<file path="config.mk">
export PLATFORM = sky130hd
export DESIGN_NAME = alu_arbiter
export DESIGN_NICKNAME = d
export VERILOG_FILES = /design/src/rtl/alu_arbiter.sv
export SDC_FILE = /design/constraint.sdc
export NUM_CORES = 1
export LEC_CHECK = 0
export BUFFER_PORTS_ARGS = -buffer_cell sky130_fd_sc_hd__clkbuf_2
export CORE_MARGIN = 10
export CORE_UTILIZATION = 40
export DETAILED_ROUTE_END_ITERATION = 7
export GPL_TIMING_DRIVEN = 0
export PLACE_DENSITY_LB_ADDON = 0.2
export SLEW_MARGIN = 20
export SYNTH_ARGS = -nofsm -noshare
export SYNTH_HDL_FRONTEND = slang
export SYNTH_SLANG_ARGS = --single-unit
</file>
<file path="constraint.sdc">
create_clock -name clk -period 5.1 [get_ports clk]
set_input_delay 0 -clock clk [delete_from_list [all_inputs] [get_ports clk]]
set_output_delay 0 -clock clk [all_outputs]
set_load 0.1 [all_outputs]
</file>
<file path="src/rtl/alu_arbiter.sv">
// alu_arbiter: round-robin arbiter that shares one 8-bit ALU among NUM_REQ
// requesters. One transaction is in flight at a time: IDLE grants and
// captures operands, EXEC registers the ALU result, and RESP holds the
// tagged result until the consumer takes it.
//
// Ports:
//   clk, reset        clock, asynchronous active-high reset
//   req_valid_i       per-requester request valid
//   req_a_i/req_b_i   packed 8-bit operands, requester k at [8k+7:8k]
//   req_op_i          packed 3-bit opcodes, requester k at [3k+2:3k]
//   req_ready_o       one-hot combinational grant (IDLE only)
//   resp_valid_o      result held on the response channel
//   resp_ready_i      consumer accepts the result
//   resp_data_o       registered ALU result
//   resp_id_o         index of the requester owning resp_data_o
//   busy_o            high whenever the FSM is not IDLE
//   resp_zero_o       (ALU_ARB_ZERO_FLAG_EN only) result == 0x00
//
// Optional feature macro: ALU_ARB_ZERO_FLAG_EN adds resp_zero_o.

module alu_arbiter_alu (
  input  logic [7:0] a_i,
  input  logic [7:0] b_i,
  input  logic [2:0] op_i,
  output logic [7:0] y_o
);
  always_comb begin
    y_o = 8'h00;
    case (op_i)
      3'b000:  y_o = a_i + b_i;
      3'b001:  y_o = a_i - b_i;
      3'b010:  y_o = a_i << b_i[2:0];
      3'b011:  y_o = a_i >> b_i[2:0];
      3'b100:  y_o = a_i & b_i;
      3'b101:  y_o = a_i | b_i;
      3'b110:  y_o = a_i ^ b_i;
      default: y_o = {7'b0, (a_i == b_i)};
    endcase
  end
endmodule

module alu_arbiter #(
  parameter int NUM_REQ = 4
) (
  input  logic                       clk,
  input  logic                       reset,
  input  logic [NUM_REQ-1:0]         req_valid_i,
  input  logic [8*NUM_REQ-1:0]       req_a_i,
  input  logic [8*NUM_REQ-1:0]       req_b_i,
  input  logic [3*NUM_REQ-1:0]       req_op_i,
  output logic [NUM_REQ-1:0]         req_ready_o,
  output logic                       resp_valid_o,
  input  logic                       resp_ready_i,
  output logic [7:0]                 resp_data_o,
  output logic [$clog2(NUM_REQ)-1:0] resp_id_o,
  output logic                       busy_o
`ifdef ALU_ARB_ZERO_FLAG_EN
  ,
  output logic                       resp_zero_o
`endif
);
  localparam int IDW = $clog2(NUM_REQ);

  typedef enum logic [1:0] {IDLE = 2'd0, EXEC = 2'd1, RESP = 2'd2} state_e;

  state_e         state_q, state_d;
  logic [IDW-1:0] ptr_q;
  logic [IDW-1:0] id_q;
  logic [7:0]     a_q, b_q;
  logic [2:0]     op_q;
  logic [7:0]     resp_data_q;
  logic [IDW-1:0] resp_id_q;
  logic [7:0]     alu_y;
  logic           gnt_any;
  logic [IDW-1:0] gnt_idx;
  logic [IDW:0]   scan;

  // Round-robin search: first valid index at or after ptr_q, wrapping.
  // scan is one bit wider than an index so ptr+i can be compared to NUM_REQ.
  always_comb begin
    gnt_any = 1'b0;
    gnt_idx = '0;
    scan    = '0;
    for (int i = 0; i < NUM_REQ; i++) begin
      scan = {1'b0, ptr_q} + (IDW+1)'(i);
      if (scan >= (IDW+1)'(NUM_REQ)) scan = scan - (IDW+1)'(NUM_REQ);
      if (!gnt_any && req_valid_i[scan[IDW-1:0]]) begin
        gnt_any = 1'b1;
        gnt_idx = scan[IDW-1:0];
      end
    end
  end

  alu_arbiter_alu u_alu (
    .a_i  (a_q),
    .b_i  (b_q),
    .op_i (op_q),
    .y_o  (alu_y)
  );

  // State register
  always_ff @(posedge clk or posedge reset) begin
    if (reset) state_q <= IDLE;
    else       state_q <= state_d;
  end

  // Next-state logic
  always_comb begin
    state_d = state_q;
    case (state_q)
      IDLE:    if (gnt_any) state_d = EXEC;
      EXEC:    state_d = RESP;
      RESP:    if (resp_ready_i) state_d = IDLE;
      default: state_d = IDLE;
    endcase
  end

  // Outputs. Grant is gated by reset so nothing is offered while it is held.
  always_comb begin
    req_ready_o  = '0;
    if (state_q == IDLE && gnt_any && !reset)
      req_ready_o = NUM_REQ'(1) << gnt_idx;
    resp_valid_o = (state_q == RESP);
    busy_o       = (state_q != IDLE);
  end

  // Capture on grant, result on EXEC exit; pointer moves past the winner.
  always_ff @(posedge clk or posedge reset) begin
    if (reset) begin
      ptr_q       <= '0;
      id_q        <= '0;
      a_q         <= '0;
      b_q         <= '0;
      op_q        <= '0;
      resp_data_q <= '0;
      resp_id_q   <= '0;
    end else begin
      if (state_q == IDLE && gnt_any) begin
        a_q   <= req_a_i[8*gnt_idx +: 8];
        b_q   <= req_b_i[8*gnt_idx +: 8];
        op_q  <= req_op_i[3*gnt_idx +: 3];
        id_q  <= gnt_idx;
        ptr_q <= (gnt_idx == IDW'(NUM_REQ-1)) ? '0 : gnt_idx + 1'b1;
      end
      if (state_q == EXEC) begin
        resp_data_q <= alu_y;
        resp_id_q   <= id_q;
      end
    end
  end

  assign resp_data_o = resp_data_q;
  assign resp_id_o   = resp_id_q;

`ifdef ALU_ARB_ZERO_FLAG_EN
  logic resp_zero_q;
  always_ff @(posedge clk or posedge reset) begin
    if (reset)                 resp_zero_q <= 1'b0;
    else if (state_q == EXEC)  resp_zero_q <= (alu_y == 8'h00);
  end
  assign resp_zero_o = resp_zero_q;
`endif

endmodule

</file>
==> results of run 1 <==
-- cell usage in the layout (no fill, tap or decap), types with 3 or more instances in the layout --
cell type / netlist / final
a22o_1: 4 / 4
clkbuf_1: 13 / 15
and3_1: 7 / 7
mux2i_1: 55 / 55
o21ai_2: 9 / 9
nor3_1: 9 / 9
ha_1: 29 / 29
mux2_2: 23 / 23
a21oi_1: 14 / 14
nand2b_1: 8 / 8
o22ai_1: 6 / 6
mux4_2: 5 / 5
clkbuf_8: 0 / 5
o21bai_1: 3 / 3
buf_2: 5 / 5
nand2_1: 32 / 32
o21ai_0: 15 / 15
buf_6: 7 / 7
xor2_1: 3 / 3
xnor2_1: 6 / 6
nor2_1: 19 / 19
a31oi_1: 7 / 7
o21ai_1: 11 / 11
nor4_1: 4 / 4
inv_1: 27 / 26
clkbuf_2: 0 / 98
dfrtp_1: 35 / 35
-- cell type report --
class,instances,area share
Clock inverter,1,0.001134
Buffer,28,0.03798
Tap cell,108,0.03061
Clock buffer,7,0.01729
Multi-Input combinational cell,311,0.5743
Inverter,29,0.02466
Sequential cell,35,0.1984
Timing Repair Buffer,100,0.1156
-- sequential cells by signal (all words and copies together), names as in the netlist --
| signal | cells |
|---|---|
| a_q | 8 |
| state_q | 2 |
| resp_data_o | 8 |
| resp_id_o | 2 |
| op_q | 3 |
| b_q | 8 |
| ptr_q | 2 |
| id_q | 2 |
-- what timing repair did --
item                                   in CTS  in global routing
hold buffers                                2                  0
resized for setup                           0                  0
endpoints found under the hold margin      36                  0
-- power breakdown --
group          switching (mW)  total (mW)  internal (mW)
combinational            1.55        2.53          0.974
clock                   0.102       0.198         0.0959
sequential              0.175       0.590          0.415
-- cells by family (layout without fill, tap and decap cells) --
family                     Yosys count  in the layout  share of synthesized area
AOI/OAI and AO/OA                   99             99                     0.1894
and+or+nand+nor                     88             88                     0.1133
muxes                               84             84                     0.2542
buffers and inverters               57            165                    0.07500
DFF                                 35             35                     0.2375
adders and majority gates           31             31                     0.1093
xor gates and xnor gates             9              9                    0.02138
-- metrics by stage --
step             util  std cells  hold slack [ns]  setup slack, ns  instance area, um2
2_1_floorplan       -        403           0.1076            2.630                3687
3_3_place_gp   0.4874        609           0.1935            2.384                4313
3_5_place_dp   0.4874        609           0.1773            2.410                4313
4_1_cts        0.4989        619           0.1341            2.383                4414
5_1_grt        0.4989        619           0.1497            2.176                4414
6_report       0.4989        619           0.1381            2.379                4414
-- metal layers --
metal,track usage,vias to the layer above
li1,-,1682
met1,0.2164,1545
met2,0.2761,109
met3,0.04083,16
met4,0.05004,0
met5,0,-
-- worst paths after layout --
path	to	from
min in group asynchronous	id_q[1]$_DFFE_PP0N_	reset
worst max-delay path	resp_data_o[7]$_DFFE_PP0N_	b_q[1]$_DFFE_PP0N_
worst min-delay path	a_q[5]$_DFFE_PP0N_	req_a_i[21]
worst max register to register	resp_data_o[7]$_DFFE_PP0N_	b_q[1]$_DFFE_PP0N_
worst min register to register	resp_data_o[0]$_DFFE_PP0N_	resp_data_o[0]$_DFFE_PP0N_
max in group asynchronous	b_q[5]$_DFFE_PP0N_	reset
-- worst min-delay path, stage by stage --
cell and delay, ns:
clkbuf_2 0.08, mux2i_1 0.11, mux2_2 0.17, o21ai_2 0.04
==> summary.md, run 1 <==
| Metric | Value |
|---|---|
| Tmin final | `2.721 ns` |
| Grt ovf | `0` |
| Worst path depth | `9` |
| Relative slew slack | `0.4814` |
| Drt drc | `0` |
| Initial Util | `0.4167` |
| CP max stage delay | `0.50 ns` |
| Total power | `3.314 mW` |
| Layout fillers | `899` |
| Worst-skew pair later-pin latency | `0.29 ns` |
| Seq. cell area | `875.8 um2` |
| Proportion of layout cells with a drive suffix above 1 | `0.3170` |
| Most common cell in the synthesized netlist | `mux2i_1` |
| Initial antenna violation count | `0` |
| Avg WL per Cell | `17.69 um` |
| Worst Setup End Kind | `flip-flop` |
| Nets@finish | `624` |
| Multi-input logic area | `0.002535 mm2` |
| RSZ-0062 raised after global routing | `no` |
| Clock sinks | `35` |
| Synth cell types | `57` |
| Hold Path Depth | `4` |
| Flop-to-flop setup slack | `2.38 ns` |
| Die span in y | `116.0 um` |
| H-tree depth | `2` |
| Post-Syn Area per Cell | `9.150 um2` |
| DR pass1 iterations | `4` |
| Synth top area share | `0.2375` |
| Total CTS buffers | `5` |
| Syn Nets | `517` |
| Post-synth EDFFs | `0` |
| CP top delay family | `compound AO/OA/AOI/OAI gates` |
| Core Area | `0.008848 mm2` |
| DR iter-0 viols | `215` |
| Crit start category | `flip-flop` |
| Hold WC Path Type | `primary input to flip-flop` |
| First-pass GRT wire length | `18510 um` |
| Layout area overhead | `19.71%` |
| CTS clock-pin slew for the worst setup and hold paths | `0.07 ns` |
| Met2 wire len | `5020 um` |
| Warnings from Yosys | `0` |
| Die Width | `116.0 um` |
| Vias per cell | `5.415` |
| Leading area contributor after synthesis | `dfrtp_1` |
| Setup CP Type | `flip-flop to flip-flop` |
| Mapped Cells | `403` |
| WP data required | `5.27 ns` |
| Critical-path cell list | `buf_2 > inv_1 > ha_1 > a21o_1 > a221o_1 > o41ai_1 > xnor2_1 > a32oi_1 > o21ai_1` |
| Synth top cells by count | `mux2i_1 (55), dfrtp_1 (35), nand2_1 (32)` |
| Seq/Total Area, Yosys | `0.2375` |
| Commonest register cell after synthesis | `dfrtp_1` |
| Seq cells post-synth | `35` |
| Final hold vios | `0` |
| Top cells by area, synth | `dfrtp_1 (24%), mux2i_1 (15%), ha_1 (9.8%)` |
| Met3 wire length | `700 um` |
| CTS root buffer | `clkbuf_8` |
| Diode count | `0` |
| Clk buf depth | `2` |
| Vias in the first global route | `3726` |
| Pins over their slew limit | `0` |
| Io pins | `99` |
| Gpl congestion | `0.9165` |
| Critical path peak fanout | `10` |
| Slowest cell on crit path | `dfrtp_1` |
| Top routing layer used | `met4` |
| Post-synthesis cell area | `0.003687 mm2` |
| Pleak | `2.219 nW` |
| Via Count | `3352` |
| Status | `completed` |
| GRT Util Overall | `0.1691` |
| Post-route clock period utilization | `0.5336` |
| CTS tree | `built` |
| Async SR Flop Fraction | `1.000` |
| Critical path buffers and inverters | `2` |
| Die area | `0.01346 mm2` |
| # port buffers | `98` |
| Max_cap viols | `0` |
| Row cnt | `34` |
| Maximum clock frequency | `367.5 MHz` |
| Setup TNS | `0 ns` |
| Setup-failing EPs final | `0` |
| Largest net degree at the start of global routing | `40` |
| # Post-CTS Setup Buffers | `0` |
| Post-detail-place hpwl | `9012 um` |
| Pin slew with the least headroom to its limit | `0.7768 ns` |
| VDD IR max | `0.0002505 V` |
| ANT nets after route | `0` |
| Total Wirelength | `10950 um` |
| Power Dens Cells | `750.6 mW/mm2` |
| Reg2Reg Depth | `9` |
| Setup Skew | `0.009175 ns` |
| Worst EP arrival | `2.89 ns` |
| Post-Route M1 WL | `5039 um` |
(Power assumes the default switching activity.)
==> run 2, diff against run 1 <==
- clock period: 5.1 -> 2.3 ns (I/O delays scaled with it)
==> summary.md, run 2 (synthesized netlist as in run 1, its figures left out) <==
| Metric | Value |
|---|---|
| Status | `completed` |
| Clock sinks | `35` |
| ANT nets after route | `0` |
| Setup-failing EPs final | `0` |
| Placed cell count | `609` |
| Hold WC Path Type | `primary input to flip-flop` |
| Crit start category | `flip-flop` |
| Row cnt | `34` |
| Total Wirelength | `11570 um` |
| WP data required | `2.47 ns` |
| Final hold vios | `0` |
| First-pass GRT wire length | `18320 um` |
| Clk buf depth | `2` |
| Non-filler cells, final | `645` |
| Avg WL per Cell | `17.93 um` |
| DR pass1 iterations | `5` |
| Worst-skew pair later-pin latency | `0.29 ns` |
| Core Area | `0.008848 mm2` |
| Relative slew slack | `0.4895` |
| Post-route clock period utilization | `0.9796` |
| Power Dens Cells | `1722 mW/mm2` |
| Layout area overhead | `30.71%` |
| Pin slew with the least headroom to its limit | `0.7647 ns` |
| DR iter-0 viols | `264` |
| Die Width | `116.0 um` |
| Area after DPL | `0.004320 mm2` |
| Grt ovf | `0` |
| Pleak | `2.397 nW` |
| Setup CP Type | `flip-flop to flip-flop` |
| Core Util, Final | `0.5447` |
| Tmin final | `2.253 ns` |
| Gpl congestion | `0.8943` |
| Maximum clock frequency | `443.8 MHz` |
| Die area | `0.01346 mm2` |
| # port buffers | `98` |
| Worst Setup Slack, final | `0.04696 ns` |
| CTS tree | `built` |
| Worst Setup End Kind | `flip-flop` |
| Setup TNS | `0 ns` |
| Largest net degree at the start of global routing | `40` |
| Setup WS pre-CTS | `-0.3347 ns` |
| Initial antenna violation count | `0` |
| Via Count | `3540` |
| Most common cell after layout, fill and taps aside | `clkbuf_2` |
| Max_cap viols | `0` |
| Initial Util | `0.4167` |
| Cell area after layout | `0.004820 mm2` |
| VDD IR max | `0.0005922 V` |
| CTS root buffer | `clkbuf_8` |
| Io pins | `99` |
| Worst EP arrival | `2.42 ns` |
| GRT Util Overall | `0.1672` |
| Post-detail-place hpwl | `8979 um` |
| H-tree depth | `2` |
| Reg2Reg Depth | `9` |
| Setup Skew | `0.006732 ns` |
| Nets@finish | `650` |
| Diode count | `0` |
| CTS clock-pin slew for the worst setup and hold paths | `0.07 ns` |
| Drt drc | `0` |
| Vias in the first global route | `3681` |
| Hold Path Depth | `4` |
| Die span in y | `116.0 um` |
| Commonest non-fill, non-tap cells in the layout | `clkbuf_2 (96), mux2i_1 (55), nand2_1 (32)` |
| Total CTS buffers | `5` |
| Vias per cell | `5.488` |
| Pins over their slew limit | `0` |
| Critical path peak fanout | `4` |
| Proportion of layout cells with a drive suffix above 1 | `0.4264` |
## run 2: power by group
group,leakage (nW),switching [mW],internal (mW)
sequential,0.422,0.344,0.938
combinational,1.91,3.76,2.67
clock,0.0612,0.230,0.351
## run 2: final timing paths
| check | startpoint | end | slack [ns] |
|---|---|---|---|
| setup / recovery | b_q[1]$_DFFE_PP0N_ | resp_data_o[7]$_DFFE_PP0N_ | 0.05 |
| hold / removal | req_a_i[19] | a_q[3]$_DFFE_PP0N_ | 0.13 |
| hold reg to reg | resp_data_o[0]$_DFFE_PP0N_ | resp_data_o[0]$_DFFE_PP0N_ | 0.49 |
| min in group asynchronous | reset | state_q[0]$_DFFE_PP0P_ | 0.38 |
| setup reg to reg | b_q[1]$_DFFE_PP0N_ | resp_data_o[7]$_DFFE_PP0N_ | 0.05 |
| max in group asynchronous | reset | a_q[2]$_DFFE_PP0N_ | 1.38 |
## run 2: metal layers
metal	vias up	part of all wire	track usage
li1	1729	-	-
met1	1672	0.45	0.2171
met2	126	0.48	0.2795
met3	13	0.054	0.02739
met4	0	0.015	0.04754
met5	-	0	0
## run 2: stage by stage
stage / hold WS [ns] / power (mW)
3_5_place_dp: 0.1686 / 6.888
6_report: 0.1323 / 8.300
5_1_grt: 0.1423 / 8.920
4_1_cts: 0.1265 / 7.642
2_1_floorplan: 0.1076 / 5.628
3_3_place_gp: 0.1948 / 6.858
## run 2: what timing repair did
action	CTS	global route
pin swaps	4	7
setup buffers	3	26
setup endpoints to repair	9	9
hold endpoints to repair	36	0
hold buffers	2	0
gates resized for setup	22	30
## run 2: worst max-delay path, cell delays in order, from the launching register on
cell     delay (ns)
dfrtp_2        0.43
buf_8          0.13
inv_6          0.07
ha_4           0.20
a21o_1         0.18
a221o_1        0.37
o41ai_2        0.33
xnor2_1        0.13
a32oi_1        0.20
o21ai_1        0.09
## run 2: layout make-up
class | instances | area (um2)
Clock buffer | 6 | 82.58
Fill cell | 842 | 4029
Buffer | 25 | 181.4
Timing Repair Buffer | 129 | 735.7
Inverter | 29 | 118.9
Sequential cell | 35 | 887.1
Clock inverter | 2 | 35.03
Multi-Input combinational cell | 311 | 2644
Tap cell | 108 | 135.1
==> run 3, diff against run 2 <==
- SYNTH_HIERARCHICAL: unset -> 1
==> summary.md, run 3 <==
| Metric | Value |
|---|---|
| Crit start category | `flip-flop` |
| ANT nets after route | `0` |
| Flop-to-flop setup slack | `-0.09 ns` |
| Critical path buffers and inverters | `2` |
| CTS clock-pin slew for the worst setup and hold paths | `0.08 ns` |
| Layout area overhead | `35.98%` |
| Commonest non-fill, non-tap cells in the layout | `clkbuf_2 (96), mux2i_1 (47), nand2_1 (41)` |
| Vias in the first global route | `4064` |
| Setup CP Type | `flip-flop to flip-flop` |
| Via Count | `3775` |
| Seq/Total Area, Yosys | `0.2277` |
| Nets@finish | `668` |
| Final hold vios | `0` |
| Pin slew with the least headroom to its limit | `0.6807 ns` |
| Layout fillers | `877` |
| Status | `finished with violations` |
| Total Wirelength | `12950 um` |
| Synth top area share | `0.2277` |
| Hold Path Depth | `3` |
| CTS root buffer | `clkbuf_8` |
| Violated checks | `setup timing` |
| Non-filler cells, final | `686` |
| Pleak | `2.436 nW` |
| Setup Skew | `0.01115 ns` |
| VDD IR max | `0.0005918 V` |
| Reg-to-reg endpoint | `resp_data_o[7]$_DFFE_PP0N_` |
| Initial Util | `0.4143` |
| Top cells by area, synth | `dfrtp_1 (23%), mux2i_1 (12%), ha_1 (8.8%)` |
| Row cnt | `35` |
| DR pass1 iterations | `5` |
| Post-route clock period utilization | `1.040` |
| DR iter-0 viols | `250` |
| Setup-failing EPs final | `3` |
| Worst hold start | `req_b_i[15]` |
| CP top delay family | `compound AO/OA/AOI/OAI gates` |
| Worst Setup Slack, final | `-0.09161 ns` |
| Avg WL per Cell | `18.88 um` |
| Worst EP arrival | `2.57 ns` |
| Pins over their slew limit | `0` |
| Vias per cell | `5.503` |
| WHS Endpoint | `b_q[7]$_DFFE_PP0P_` |
| Relative slew slack | `0.5462` |
| CP max stage delay | `0.47 ns` |
| Drt drc | `0` |
| Gpl congestion | `0.9468` |
| Most common cell in the synthesized netlist | `mux2i_1` |
| Diode count | `0` |
| Core Util, Final | `0.5633` |
| Initial antenna violation count | `0` |
| GRT Util Overall | `0.1818` |
| Synth top cells by count | `mux2i_1 (48), nand2_1 (41), dfrtp_1 (35)` |
| Worst-skew pair later-pin latency | `0.30 ns` |
| Maximum clock frequency | `418.1 MHz` |
| Slowest cell on crit path | `dfrtp_2` |
| Hold Slack | `0.02584 ns` |
| Die Width | `118.1 um` |
| Die span in y | `118.1 um` |
| Post-Syn Area per Cell | `9.201 um2` |
| Clock sinks | `35` |
| Tmin final | `2.392 ns` |
| Clk buf depth | `2` |
| CTS tree | `built` |
| Warnings from Yosys | `6` |
| # port buffers | `98` |
| Async SR Flop Fraction | `1.000` |
| Post-synth EDFFs | `0` |
| Grt ovf | `0` |
| Critical Path Start | `a_q[1]$_DFFE_PP0P_` |
| Mapped Cells | `418` |
| Commonest register cell after synthesis | `dfrtp_1` |
| Io pins | `99` |
| Seq cells post-synth | `35` |
| Syn Nets | `530` |
| R2r startpoint | `a_q[1]$_DFFE_PP0P_` |
| Placed cell count | `646` |
| Leading area contributor after synthesis | `dfrtp_1` |
| Critical path peak fanout | `7` |
| Synth cell types | `72` |
| Reg2Reg Depth | `8` |
| Core Area | `0.009284 mm2` |
| Most common cell after layout, fill and taps aside | `clkbuf_2` |
| Post-synthesis cell area | `0.003846 mm2` |
| Proportion of layout cells with a drive suffix above 1 | `0.4327` |
| Post-detail-place hpwl | `9734 um` |
| Total CTS buffers | `5` |
| Worst Setup End Kind | `flip-flop` |
| Critical-path cell list | `buf_6 > buf_12 > mux2i_4 > nor2_2 > a311o_1 > a222oi_1 > o211ai_1 > mux2_4` |
| Power Dens Cells | `1766 mW/mm2` |
| Largest net degree at the start of global routing | `25` |
| Die area | `0.01394 mm2` |
| First-pass GRT wire length | `21050 um` |
| H-tree depth | `2` |
| RSZ-0062 raised after global routing | `yes` |
| Max_cap viols | `0` |
| Hold WC Path Type | `primary input to flip-flop` |
| WP data required | `2.48 ns` |
run 3: cell types whose count changed in the layout (fill, tap and decap cells not counted), sizes merged, moves of 5 or more:
| cell | previous run | this run |
|---|---|---|
| o22ai | 6 | 1 |
| o221ai | 1 | 19 |
| o21ai | 35 | 18 |
| buf | 45 | 53 |
| nand2 | 32 | 43 |
| mux2i | 55 | 50 |
| mux2 | 24 | 14 |
run 3: timing repair:
action	CTS	global route
gates resized for setup	52	24
endpoints found under the hold margin	14	0
cloned	0	0
pin swaps	14	9
hold buffers	2	0
buffers inserted	22	9
endpoints found under the setup margin	7	8
run 3: logic make-up (layout without fill, tap and decap cells):
group | Yosys count | count (layout) | share of synthesized area
flip-flops | 35 | 35 | 0.2277
buffers and inverters | 61 | 200 | 0.09238
AND/OR/NAND/NOR | 124 | 124 | 0.1630
adder cells (fa/ha/maj) | 29 | 29 | 0.09824
XOR/XNOR | 5 | 5 | 0.01139
AO/OA/AOI/OAI | 95 | 95 | 0.1984
multiplexers | 69 | 69 | 0.2088
run 3: metrics by stage:
stage / cell area (um2) / total power, mW / setup WS [ns] / TNS, ns
after floorplan: 3924 / 6.067 / 0.005834 / 0
after global placement: 4576 / 7.418 / -0.3479 / -1.166
after detailed placement: 4603 / 7.458 / -0.3541 / -1.188
after CTS: 5091 / 8.817 / -0.05785 / -0.1337
after global routing: 5230 / 9.869 / -0.1158 / -0.3771
final: 5230 / 9.236 / -0.09161 / -0.1534
run 3: tightest hold or removal path, stage by stage:
cell      delay [ns]
clkbuf_2        0.07
mux2i_1         0.07
o221ai_2        0.14
run 3: area by class of cell:
type | count | area (um2) | share of cell area
clock buffer | 6 | 72.57 | 0.01388
buffer | 28 | 275.3 | 0.05263
timing repair buffer | 132 | 802.0 | 0.1533
tap | 129 | 161.4 | 0.03086
multi-input combinational | 322 | 2873 | 0.5493
clock inverter | 2 | 12.51 | 0.002392
inverter | 32 | 147.6 | 0.02823
sequential | 35 | 885.9 | 0.1694
run 3: power by group:
part / switching [mW] / total [mW] / internal [mW] / leakage [nW]
sequential: 0.336 / 1.28 / 0.941 / 0.422
combinational: 4.28 / 7.49 / 3.20 / 1.97
clock: 0.260 / 0.473 / 0.212 / 0.0412
run 3: worst max path at each step:
stage                                 end  slack [ns]  depth (start not counted)
6_report       resp_data_o[7]$_DFFE_PP0N_       -0.09                          8
5_1_grt        resp_data_o[5]$_DFFE_PP0N_       -0.12                          9
4_1_cts        resp_data_o[7]$_DFFE_PP0N_       -0.06                          8
3_5_place_dp   resp_data_o[7]$_DFFE_PP0N_       -0.35                          8
3_3_place_gp   resp_data_o[7]$_DFFE_PP0N_       -0.35                          8
2_1_floorplan  resp_data_o[6]$_DFFE_PP0N_       0.006                          9
run 3: per-layer routing:
| metal | up-vias | global-route usage | part of all wire |
|---|---|---|---|
| li1 | 1816 | - | - |
| met4 | 0 | 0.04328 | 0.010 |
| met2 | 175 | 0.3018 | 0.48 |
| met5 | - | 0 | 0 |
| met1 | 1773 | 0.2352 | 0.43 |
| met3 | 11 | 0.03549 | 0.078 |
